`config.mk`:
```
export PLATFORM = sky130hd
export DESIGN_NAME = node_allocator
export DESIGN_NICKNAME = d
export VERILOG_FILES = /design/src/rtl/node_alloc_pkg.sv /design/src/rtl/node_allocator_rr_arbiter.sv /design/src/rtl/node_allocator.sv
export SDC_FILE = /design/constraint.sdc
export NUM_CORES = 1
export LEC_CHECK = 0
export CORE_MARGIN = 5
export CORE_UTILIZATION = 54
export DETAILED_ROUTE_END_ITERATION = 6
export GPL_TIMING_DRIVEN = 0
export PLACE_DENSITY_LB_ADDON = 0.05
export RECOVER_POWER = 100
export SYNTH_ARGS = -nofsm -noshare
export SYNTH_HDL_FRONTEND = slang
export SYNTH_SLANG_ARGS = --single-unit
```
`constraint.sdc`:
```
create_clock -name clk -period 8.2 [get_ports clk]
set_input_delay 1.64 -clock clk [delete_from_list [all_inputs] [get_ports clk]]
set_output_delay 1.64 -clock clk [all_outputs]
set_load 0.03 [all_outputs]
```
`src/rtl/node_alloc_pkg.sv`:
```
// Shared types and constants for the mesh node allocator.
package node_alloc_pkg;

    localparam int unsigned NODES      = 9;
    localparam int unsigned ID_W       = $clog2(NODES);
    localparam int unsigned BUSY_CNT_W = $clog2(NODES + 1);

    typedef logic [ID_W-1:0]  node_id_t;
    typedef logic [NODES-1:0] node_map_t;

    typedef enum logic {ARB, GRANT} alloc_state_t;

    // Number of busy nodes in an availability map (bit set = free).
    function automatic logic [BUSY_CNT_W-1:0] busy_popcount(input node_map_t avail);
        logic [BUSY_CNT_W-1:0] n;
        n = '0;
        for (int unsigned i = 0; i < NODES; i++) begin
            if (!avail[i]) begin
                n = n + BUSY_CNT_W'(1);
            end
        end
        return n;
    endfunction

endpackage

```
`src/rtl/node_allocator_rr_arbiter.sv`:
```
// Combinational round-robin arbiter: first requester at or after ptr wins.
module rr_arbiter #(
    parameter  int unsigned REQ   = 4,
    localparam int unsigned IDX_W = $clog2(REQ)
) (
    input  logic [REQ-1:0]   req,
    input  logic [IDX_W-1:0] ptr,
    output logic [REQ-1:0]   gnt,
    output logic [IDX_W-1:0] gnt_idx,
    output logic             any
);

    function automatic logic [IDX_W-1:0] wrap_idx(input logic [IDX_W-1:0] base,
                                                  input int unsigned off);
        return IDX_W'((32'(base) + off) % REQ);
    endfunction

    always_comb begin
        gnt     = '0;
        gnt_idx = '0;
        any     = 1'b0;
        for (int unsigned off = 0; off < REQ; off++) begin
            if (!any && req[wrap_idx(ptr, off)]) begin
                any                     = 1'b1;
                gnt_idx                 = wrap_idx(ptr, off);
                gnt[wrap_idx(ptr, off)] = 1'b1;
            end
        end
    end

endmodule

```
`src/rtl/node_allocator.sv`:
```
// Hands out free mesh nodes to round-robin requesters and tracks the busy map.
// Optional per-node watchdog enabled by defining NODE_ALLOC_TIMEOUT_EN.
module node_allocator
    import node_alloc_pkg::*;
#(
    parameter  int unsigned REQ     = 4,
    parameter  int unsigned TIMEOUT = 1024,
    localparam int unsigned REQ_W   = $clog2(REQ)
) (
    input  logic                  clk,
    input  logic                  rst,
    input  logic [REQ-1:0]        req_valid,
    output logic [REQ-1:0]        req_ready,
    output logic                  grant_valid,
    output logic [REQ_W-1:0]      grant_req,
    output logic [ID_W-1:0]       grant_node,
    input  logic                  rel_valid,
    input  logic [ID_W-1:0]       rel_node,
    output logic                  rel_err,
    output logic [NODES-1:0]      node_avail,
    output logic [BUSY_CNT_W-1:0] busy_count,
    output logic                  timeout_valid,
    output logic [ID_W-1:0]       timeout_node
);

    alloc_state_t          r_state;
    alloc_state_t          w_state_nxt;
    logic [REQ_W-1:0]      r_rr_ptr;
    logic [REQ_W-1:0]      w_rr_ptr_nxt;
    node_map_t             r_avail;
    node_map_t             w_avail_nxt;
    logic [BUSY_CNT_W-1:0] r_busy_count;
    logic [REQ-1:0]        r_req_ready;
    logic [REQ-1:0]        w_req_ready_nxt;
    logic                  r_grant_valid;
    logic                  w_grant_valid_nxt;
    logic [REQ_W-1:0]      r_grant_req;
    logic [REQ_W-1:0]      w_grant_req_nxt;
    node_id_t              r_grant_node;
    node_id_t              w_grant_node_nxt;
    logic                  r_rel_err;
    logic                  w_rel_err_nxt;

    logic [REQ-1:0]        w_arb_gnt;
    logic [REQ_W-1:0]      w_arb_idx;
    logic                  w_arb_any;
    logic                  w_free_any;
    node_id_t              w_free_idx;
    logic                  w_win;
    logic                  w_rel_legal;
    node_map_t             w_rel_mask;
    logic                  w_to_hit;
    node_id_t              w_to_idx;

    if (TIMEOUT == 0) begin : g_timeout_chk
        $error("node_allocator: TIMEOUT must be nonzero");
    end

    rr_arbiter #(
        .REQ (REQ)
    ) u_rr_arbiter (
        .req     (req_valid),
        .ptr     (r_rr_ptr),
        .gnt     (w_arb_gnt),
        .gnt_idx (w_arb_idx),
        .any     (w_arb_any)
    );

    // Lowest-index free node.
    always_comb begin
        w_free_any = 1'b0;
        w_free_idx = '0;
        for (int unsigned i = 0; i < NODES; i++) begin
            if (!w_free_any && r_avail[i]) begin
                w_free_any = 1'b1;
                w_free_idx = ID_W'(i);
            end
        end
    end

    assign w_win       = (r_state == ARB) && w_arb_any && w_free_any;
    assign w_rel_legal = rel_valid && (rel_node < ID_W'(NODES)) && !r_avail[rel_node];
    assign w_rel_mask  = w_rel_legal ? (node_map_t'(1) << rel_node) : '0;

`ifdef NODE_ALLOC_TIMEOUT_EN
    localparam int unsigned TO_W = $clog2(TIMEOUT + 1);

    logic [TO_W-1:0] r_age [NODES];
    node_map_t       w_expired;
    logic            r_timeout_valid;
    node_id_t        r_timeout_node;

    // A legal release in the expiry cycle takes precedence over the watchdog.
    always_comb begin
        w_expired = '0;
        for (int unsigned i = 0; i < NODES; i++) begin
            w_expired[i] = !r_avail[i] && (r_age[i] == TO_W'(TIMEOUT)) && !w_rel_mask[i];
        end
    end

    always_comb begin
        w_to_hit = 1'b0;
        w_to_idx = '0;
        for (int unsigned i = NODES; i > 0; i--) begin
            if (w_expired[i-1]) begin
                w_to_hit = 1'b1;
                w_to_idx = ID_W'(i - 1);
            end
        end
    end

    // Age saturates at TIMEOUT so queued expiries wait their turn.
    always_ff @(posedge clk) begin
        for (int unsigned i = 0; i < NODES; i++) begin
            if (rst) begin
                r_age[i] <= '0;
            end else if (w_win && (w_free_idx == ID_W'(i))) begin
                r_age[i] <= '0;
            end else if (!r_avail[i] && (r_age[i] != TO_W'(TIMEOUT))) begin
                r_age[i] <= r_age[i] + TO_W'(1);
            end
        end
    end

    always_ff @(posedge clk) begin
        if (rst) begin
            r_timeout_valid <= 1'b0;
            r_timeout_node  <= '0;
        end else begin
            r_timeout_valid <= w_to_hit;
            if (w_to_hit) begin
                r_timeout_node <= w_to_idx;
            end
        end
    end

    assign timeout_valid = r_timeout_valid;
    assign timeout_node  = r_timeout_node;
`else
    assign w_to_hit      = 1'b0;
    assign w_to_idx      = '0;
    assign timeout_valid = 1'b0;
    assign timeout_node  = '0;
`endif

    // Next-state and registered-output logic.
    always_comb begin
        w_state_nxt       = r_state;
        w_rr_ptr_nxt      = r_rr_ptr;
        w_avail_nxt       = r_avail;
        w_req_ready_nxt   = '0;
        w_grant_valid_nxt = 1'b0;
        w_grant_req_nxt   = r_grant_req;
        w_grant_node_nxt  = r_grant_node;
        w_rel_err_nxt     = rel_valid && !w_rel_legal;

        case (r_state)
            ARB: begin
                if (w_win) begin
                    w_state_nxt              = GRANT;
                    w_req_ready_nxt          = w_arb_gnt;
                    w_grant_valid_nxt        = 1'b1;
                    w_grant_req_nxt          = w_arb_idx;
                    w_grant_node_nxt         = w_free_idx;
                    w_avail_nxt[w_free_idx]  = 1'b0;
                    w_rr_ptr_nxt             = REQ_W'((32'(w_arb_idx) + 1) % REQ);
                end
            end
            GRANT: begin
                w_state_nxt = ARB;
            end
            default: begin
                w_state_nxt = ARB;
            end
        endcase

        w_avail_nxt = w_avail_nxt | w_rel_mask;
        if (w_to_hit) begin
            w_avail_nxt[w_to_idx] = 1'b1;
        end
    end

    always_ff @(posedge clk) begin
        if (rst) begin
            r_state <= ARB;
        end else begin
            r_state <= w_state_nxt;
        end
    end

    always_ff @(posedge clk) begin
        if (rst) begin
            r_rr_ptr      <= '0;
            r_avail       <= '1;
            r_busy_count  <= '0;
            r_req_ready   <= '0;
            r_grant_valid <= 1'b0;
            r_grant_req   <= '0;
            r_grant_node  <= '0;
            r_rel_err     <= 1'b0;
        end else begin
            r_rr_ptr      <= w_rr_ptr_nxt;
            r_avail       <= w_avail_nxt;
            r_busy_count  <= busy_popcount(w_avail_nxt);
            r_req_ready   <= w_req_ready_nxt;
            r_grant_valid <= w_grant_valid_nxt;
            r_grant_req   <= w_grant_req_nxt;
            r_grant_node  <= w_grant_node_nxt;
            r_rel_err     <= w_rel_err_nxt;
        end
    end

    // Reset during the grant cycle withdraws the acknowledge: the node it names is being freed.
    assign req_ready   = rst ? '0 : r_req_ready;
    assign grant_valid = r_grant_valid && !rst;
    assign grant_req   = r_grant_req;
    assign grant_node  = r_grant_node;
    assign rel_err     = r_rel_err;
    assign node_avail  = r_avail;
    assign busy_count  = r_busy_count;

endmodule

```
## Word-level counts from Yosys, hierarchy flattened

Cells that the tools add are included.

| storage, ports and cells | value |
|---|---|
| register bits after elaboration | 28 |
| input port bits | 11 |
| output and inout port bits | 30 |
| word-level logic and storage cells | 153 |

| operators by class | value |
|---|---|
| add/subtract/negate cells | 12 |
| magnitude comparators | 12 |
| shifts and indexed selects | 1 |
| mux-type cells | 72 |
| bitwise logic cells | 8 |
| reduce and logical (&&, ||, !) cells | 39 |

Operators with widths:

| kind | number |
|---|---|
| 4-bit 2-to-1 mux | 25 |
| 4-bit by 1-bit adder with 4-bit output (second input constant) | 8 |
| 9-bit 2-to-1 mux | 3 |
| 1-bit 2-to-1 mux | 26 |
| 1-bit logical AND | 22 |
| 1-bit logical NOT | 14 |
| 2-bit by 3-bit < comparator with 1-bit output (second input constant) | 4 |
| 2-bit 2-to-1 mux | 6 |
| 4-bit OR | 3 |
| 4-bit by 5-bit < comparator with 1-bit output (second input constant) | 2 |
| 9-bit AND | 1 |
| 9-bit NOT | 1 |
| 9-bit OR | 1 |
| 1-bit by 4-bit left shift with 9-bit output (first input constant) | 1 |
| 1-bit binary-select mux with 2-bit select | 4 |
| 1-bit demux with 2-bit select | 4 |
| 2-bit by 1-bit greater-or-equal comparator with 1-bit output (second input constant) | 4 |
| 2-bit by 1-bit adder with 2-bit output (second input constant) | 2 |
| 2-bit adder (second input constant) | 2 |
| 1-bit binary-select mux with 4-bit select | 1 |
| 1-bit demux with 4-bit select | 1 |
| 4-bit by 1-bit greater-or-equal comparator with 1-bit output (second input constant) | 1 |
| 4-bit < comparator (second input constant) | 1 |
| 3-bit 2-to-1 mux | 1 |
| other kinds (5) | 6 |

## Logic depth before layout (Yosys ltp)

| depth | value |
|---|---|
| depth after elaboration | 59 |
| gate-level depth with buffers | 28 |

## Cells and area by module

A second synthesis with hierarchy kept.

| second synthesis, totals | value |
|---|---|
| cell total of the unflattened synthesis | 288 |
| area, all modules | 2,406.1 µm² |

By module, submodules not included:

| module | instances | cells each | area an instance (µm²) | sequential area each (µm²) |
|---|---|---|---|---|
| node_allocator | 1 | 243 | 1,983.2 | 540.5 |
| rr_arbiter | 1 | 45 | 422.9 | 0.0 |

## Worst setup path after synthesis

Ideal clock, no wire load.

| timing path | value |
|---|---|
| path type | input port to flip-flop |
| from | in rel_node[1] |
| to | reg r_busy_count[3], in the netlist busy_count[3] |
| arrival time | 6.854 ns |
| required time | 8.135 ns |
| path slack | 1.281 ns |
| stages on the path | 27 |
| cell sequence | clkbuf_1 nor4b_1 nand2_1 o21ai_0 ha_1 or4_2 o2111a_2 ha_1 o21bai_1 o41a_1 ha_1 and2_1 a21oi_1 inv_1 ha_1 nand2_1 a21oi_1 a31oi_1 a21o_2 o21ai_0 ha_1 nand2_1 xor2_1 xnor2_1 a211oi_2 xnor3_1 nor2_1 |

| on the way | value |
|---|---|
| elaborated cells on any way between the ends | 34 |

RTL lines:

| what | RTL line | text |
|---|---|---|
| from (decl) | node_allocator.sv:18 | `input logic [ID_W-1:0] rel_node,` |
| 1-bit binary-select mux with 4-bit select | node_allocator.sv:82 | `assign w_rel_legal = rel_valid && (rel_node < ID_W'(NODES)) && !r_avail[rel_node];` |
| 1-bit 2-to-1 mux (not written as such) | node_allocator.sv:82 |  |
| 1-bit logical NOT | node_allocator.sv:82 |  |
| 1-bit logical AND | node_allocator.sv:82 |  |
| 9-bit 2-to-1 mux (*) | node_allocator.sv:83 | `assign w_rel_mask = w_rel_legal ? (node_map_t'(1) << rel_node) : '0;` |
| 9-bit OR (*) | node_allocator.sv:177 | `w_avail_nxt = w_avail_nxt \| w_rel_mask;` |
| net w_avail_nxt[1] | node_allocator.sv:31 | `node_map_t w_avail_nxt;` |
| 4-bit 2-to-1 mux (*) | node_alloc_pkg.sv:18 | `if (!avail[i]) begin` |
| (+13 left out) | - |  |
| 4-bit by 1-bit adder with 4-bit output | node_alloc_pkg.sv:19 | `n = n + BUSY_CNT_W'(1);` |
| 4-bit 2-to-1 mux (*) | node_alloc_pkg.sv:18 |  |
| 4-bit 2-to-1 mux (*) | node_allocator.sv:192 | `if (rst) begin` |
| 4-bit by 1-bit adder with 4-bit output | node_alloc_pkg.sv:19 |  |
| 4-bit 2-to-1 mux (*) | node_alloc_pkg.sv:18 |  |
| 4-bit 2-to-1 mux (*) | node_allocator.sv:192 |  |
| 4-bit by 1-bit adder with 4-bit output | node_alloc_pkg.sv:19 |  |
| 4-bit 2-to-1 mux (*) | node_alloc_pkg.sv:18 |  |
| to (signal assigned) | node_allocator.sv:204 | `r_busy_count <= busy_popcount(w_avail_nxt);` |
| to (decl) | node_allocator.sv:32 | `logic [BUSY_CNT_W-1:0] r_busy_count;` |

Mark *: on every way through the listed nets, which the timed path passes. The rest lies on a longest branch. The select of a mux whose other input is x is not followed.
A chain may end at the register's enable or synchronous reset.

## Worst setup path in the final report

| timing path | value |
|---|---|
| from | in req_valid[1] |
| to | reg r_busy_count[3], in the netlist busy_count[3] |

| on the way | value |
|---|---|
| longest elaborated chain between the ends | 42 |
| elaborated cells on any way between the ends | 48 |

Ends and longest elaborated chain:

| what | RTL line | text |
|---|---|---|
| from (decl) | node_allocator.sv:12 | `input logic [REQ-1:0] req_valid,` |
| 1-bit binary-select mux with 2-bit select | node_allocator_rr_arbiter.sv:23 | `if (!any && req[wrap_idx(ptr, off)]) begin` |
| 1-bit 2-to-1 mux (not written as such) | node_allocator_rr_arbiter.sv:23 |  |
| 1-bit 2-to-1 mux | node_allocator_rr_arbiter.sv:23 |  |
| 1-bit logical NOT | node_allocator_rr_arbiter.sv:23 |  |
| 1-bit logical AND | node_allocator_rr_arbiter.sv:23 |  |
| 1-bit 2-to-1 mux | node_allocator_rr_arbiter.sv:23 |  |
| 1-bit logical NOT | node_allocator_rr_arbiter.sv:23 |  |
| 1-bit logical AND | node_allocator_rr_arbiter.sv:23 |  |
| (+26 left out) | - |  |
| 4-bit by 1-bit adder with 4-bit output | node_alloc_pkg.sv:19 |  |
| 4-bit 2-to-1 mux | node_alloc_pkg.sv:18 |  |
| 4-bit 2-to-1 mux | node_allocator.sv:192 |  |
| 4-bit by 1-bit adder with 4-bit output | node_alloc_pkg.sv:19 |  |
| 4-bit 2-to-1 mux | node_alloc_pkg.sv:18 |  |
| 4-bit 2-to-1 mux | node_allocator.sv:192 |  |
| 4-bit by 1-bit adder with 4-bit output | node_alloc_pkg.sv:19 |  |
| 4-bit 2-to-1 mux (*) | node_alloc_pkg.sv:18 |  |

Every way passes the cells marked *; elsewhere a longest branch is shown, timed or not. The select of a mux whose other input is x is not followed.

==> results by stage <==
Power:
- For this design the ratio of total power to cell area is approximately 170 nW/µm².
- The worst-case IR drop observed on VDD is around 110 µV.
- Summed over all cells, the static leakage comes to between 1 and 1.5 nW.

Floorplanning:
- In this run the count of I/O pins placed on the die edge is between 40 and 50.
- The starting density of the core is 0.5588.
- The vertical extent of the die is 77.36 µm.
- The die boundary width is 77.36 µm.
- The floorplan step defined a die boundary enclosing between 5000 and 6000 µm².
- In this run the standard cell core region covers 4384 µm².
- The floorplan has 24 rows.

Global route:
- Entering global routing, the biggest net connects 18 pins.
- The all-layer global routing usage is 0.1808.
- After global routing the overflow that remains totals 0.
- The number of global-route vias before repair is 1,969.
- The number of antenna violations at the first check in global routing is 0.
- The first-pass GRT wire length is ~9300 µm.

Place:
- Routability-driven placement finished with a final weighted congestion of around 0.9.
- The wire-length estimate of the detail-placed layout is 4177 µm.
- The worst-case setup slack after placement is around 0.18 ns.
- In this run the tool buffered the top-level ports with 30 buffer cells.

Timing:
- The number of hold violations in the final report is 0.
- The post-route clock period utilization is 0.9142.
- In this run the tightest slew margin relative to its limit is 0.2431.
- The aggregate negative setup slack is 0 ns.
- The number of pins exceeding their max-slew limit in the final report was 0.
- Setup repair after global routing left no endpoint under its margin.
- The maximum clock skew at final layout is about 0.0075 ns.
- Setup violations remaining at the end of the flow were counted as 0.
- At the pin with the least slew margin, the transition time is 1.123 ns.
- The post-route worst setup slack is 0.7038 ns.
- For the finished layout, the period the worst path requires is between 7 and 8 ns.
- Timing would allow up to 133.4 MHz.

Logic synthesis:
- Ranked by instance count, the synthesized netlist is headed by 38 x sky130_fd_sc_hd__nor2_1, 27 x sky130_fd_sc_hd__dfxtp_1, 23 x sky130_fd_sc_hd__nand2_1, 17 x sky130_fd_sc_hd__a21oi_1, 13 x sky130_fd_sc_hd__inv_1.
- After synthesis the netlist holds a flip-flop and latch count of 27.
- The share of synthesized registers carrying an async set or reset is 0.
- Yosys printed 0 warnings.
- The proportion of netlist area held by the largest area contributor is 0.2206.
- By area the synthesized netlist is led by sky130_fd_sc_hd__dfxtp_1 22%, sky130_fd_sc_hd__nor2_1 5.8%, sky130_fd_sc_hd__ha_1 5.6%.
- Counting distinct cell types in the post-synthesis netlist gives 67.
- The number of enable flip-flop cells after synthesis is 0.
- After technology mapping, the gate count stands at roughly 290.
- The mean instance size in the synthesized netlist is about 8.4 µm².
- The library cell with the highest instance count after synthesis is sky130_fd_sc_hd__nor2_1.
- In the synthesized netlist the dominant register cell turns out to be sky130_fd_sc_hd__dfxtp_1.
- The sequential-to-total area share from yosys stat is 0.2206.
- The cell area that synthesis handed to floorplanning was 2450 µm².
- The library cell occupying the most area in the post-synthesis netlist is sky130_fd_sc_hd__dfxtp_1.

Cells and area:
- The fraction of final layout cells sized beyond drive strength 1 is 0.1246.
- The number of diodes is 0.
- After the last flow step, the layout net total stands at ~350.
- From synthesis to final layout, the design area changed by 17.16%.
- The total of fill cells in the finished design is roughly 380.

Detailed routing:
- The first detailed-routing pass took 7 iterations.
- The via count normalized by instance count is between 5 and 6.
- The routed length per placed instance is approximately 15 µm.
- The remaining routing DRC violations is 0.
- The routed layout has between 2k and 2.5k vias.
- For this block, the routed nets add up to 5592 µm of wire.
- The final antenna-violating net count is 0.
- In this run, the number of DRC markers left after iteration 0 of detailed routing was approximately 320.

Clocking:
- Buffers inserted during clock tree synthesis total 3.
- The clock passes through at most 2 buffers.
- TritonCTS built the clock tree.
- CTS built an H-tree with a depth of 1.
- Clock latency on the worst-skew pair, taken at its later pin, is roughly 0.28 ns.
- The post-cts hold buffer count is 0.
- The buffer type at the clock tree root is sky130_fd_sc_hd__clkbuf_8.
- The number of sinks handled by clock tree synthesis is 27.
- Clock-pin slew was measured on the worst setup and hold paths at ~0.11 ns.

Worst hold path:
- The worst hold path belongs to the class flip-flop to flip-flop.

Worst setup path:
- The launching element type of the critical path is an input pin.
- The worst setup path is captured at a flip-flop.
- The cell with the largest stage delay on the worst path is sky130_fd_sc_hd__or4_2.
- For the worst setup path, the data required time is 8.42 ns.
- Among the stages of the critical path, the cell type that occurs most often is sky130_fd_sc_hd__ha_1.
- At the worst endpoint, the arrival time is 7.72 ns.
- The slack of the worst reg-to-reg path is 2.47 ns.
- The setup path with the least slack is of type input pin to flip-flop.
- The maximum net fanout on the critical path is 8.
- In this design, the stage delay of the slowest critical-path cell is about 0.63 ns.

Outcome:
- The flow ran to the end, and the final reports show no timing, DRC or antenna violations.

Job:
- Across the run, the number of max-cap violations was 0.
==> layout make-up <==
type,instances,area (µm²),share of cell area
well taps,52,65.06,0.02267
clock inverters,1,8.758,0.003051
clock buffers,3,41.29,0.01439
multi-input cells,235,1699,0.5920
plain buffers,20,166.4,0.05798
inverters,13,48.80,0.01700
flip-flops and latches,27,540.5,0.1883
repair buffers,30,300.3,0.1046
==> power by group <==
part	total [W]	internal [W]	leakage, nW	switching, W
Clock	0.0000824	0.0000357	0.0261	0.0000467
Sequential	0.000154	0.000144	0.221	0.0000101
Combinational	0.000252	0.000111	0.882	0.000141
Total	0.000489	0.000291	1.13	0.000198
==> per-stage QoR <==
stage               cell area [µm²]    util  std cells  hold slack, ns  total power [W]
floorplan                      2465       -        295          0.5847        0.0003539
global placement               2830  0.6455        377          0.4495        0.0004053
detailed placement             2830  0.6455        377          0.4519        0.0004109
CTS                            2880  0.6570        381          0.4699        0.0004941
global route                   2870  0.6547        381          0.5189        0.0005246
finish                         2870  0.6547        381          0.4626        0.0004887
==> logic make-up (layout without fill, tap and decap cells) <==
logic type | count (synthesis) | after routing | synth area share
muxes | 7 | 7 | 0.05924
and+or+nand+nor | 122 | 122 | 0.2620
adders and majority gates | 11 | 11 | 0.05618
DFF | 27 | 27 | 0.2206
other | 1 | 5 | 0.001531
AOI/OAI and AO/OA | 75 | 75 | 0.2217
buffers and inverters | 33 | 67 | 0.09090
xor gates and xnor gates | 15 | 15 | 0.08785
==> final timing paths <==
kind	start	to	depth (start not counted)
worst max-delay path	req_valid[1]	busy_count[3]	27
worst min-delay path	grant_req[0]	grant_req[0]	2
worst max register to register	node_avail[0]	busy_count[3]	26
worst min register to register	grant_req[0]	grant_req[0]	2
==> cells in the final DEF, fill, tap and decap left out, types with 2 or more instances in the layout <==
| cell | n |
|---|---|
| sky130_fd_sc_hd__nor2_1 | 38 |
| sky130_fd_sc_hd__dlygate4sd3_1 | 27 |
| sky130_fd_sc_hd__dfxtp_1 | 27 |
| sky130_fd_sc_hd__nand2_1 | 23 |
| sky130_fd_sc_hd__a21oi_1 | 16 |
| sky130_fd_sc_hd__inv_1 | 13 |
| sky130_fd_sc_hd__o21ai_0 | 12 |
| sky130_fd_sc_hd__nand2b_1 | 11 |
| sky130_fd_sc_hd__ha_1 | 11 |
| sky130_fd_sc_hd__nor2b_1 | 10 |
| sky130_fd_sc_hd__nand3_1 | 8 |
| sky130_fd_sc_hd__a22oi_1 | 8 |
| sky130_fd_sc_hd__clkbuf_8 | 7 |
| sky130_fd_sc_hd__a211oi_1 | 7 |
| sky130_fd_sc_hd__buf_4 | 6 |
| sky130_fd_sc_hd__nor3_1 | 6 |
| sky130_fd_sc_hd__xnor2_1 | 6 |
| sky130_fd_sc_hd__or2_2 | 6 |
| sky130_fd_sc_hd__clkbuf_1 | 5 |
| sky130_fd_sc_hd__a221oi_1 | 5 |
| sky130_fd_sc_hd__conb_1 | 5 |
| sky130_fd_sc_hd__o31ai_1 | 4 |
| sky130_fd_sc_hd__clkdlybuf4s50_1 | 4 |
| sky130_fd_sc_hd__buf_6 | 3 |
| sky130_fd_sc_hd__or3_1 | 3 |
| sky130_fd_sc_hd__xnor3_1 | 3 |
| sky130_fd_sc_hd__a31oi_1 | 3 |
| sky130_fd_sc_hd__xor2_1 | 3 |
| sky130_fd_sc_hd__mux4_1 | 3 |
| sky130_fd_sc_hd__a31o_2 | 2 |
| sky130_fd_sc_hd__nand4_1 | 2 |
| sky130_fd_sc_hd__nor4b_1 | 2 |
| sky130_fd_sc_hd__a21o_1 | 2 |
| sky130_fd_sc_hd__and2_1 | 2 |
| sky130_fd_sc_hd__mux4_2 | 2 |
==> repair_timing <==
action                     CTS  global route
buffers inserted             0             0
gates resized for setup      0             2
setup endpoints to repair    0             1
==> layer usage <==
layer	wire length, µm	share of wire	GRT usage	vias up
li1	-	-	-	1122
met1	2685	0.48	0.2726	1082
met2	2523	0.45	0.2694	74
met3	355	0.063	0.03125	2
met4	27	0.0048	0.03952	0
met5	0	0	0	-
==> critical path: cells and delay by family <==
| family | cells | cell delay (ns) |
|---|---|---|
| AO/OA/AOI/OAI | 10 | 1.80 |
| XOR/XNOR | 3 | 0.56 |
| adder cells (fa/ha/maj) | 5 | 1.45 |
| buffers and inverters | 2 | 0.55 |
| AND/OR/NAND/NOR | 7 | 1.72 |
==> state kept, by name, indices dropped and copies added (netlist names) <==
register / cells
grant_node: 4
busy_count: 4
grant_req: 2
r_rr_ptr: 2
node_avail: 9
r_state: 1
rel_err: 1
r_req_ready: 4
Power figures use the tool's default switching activity.
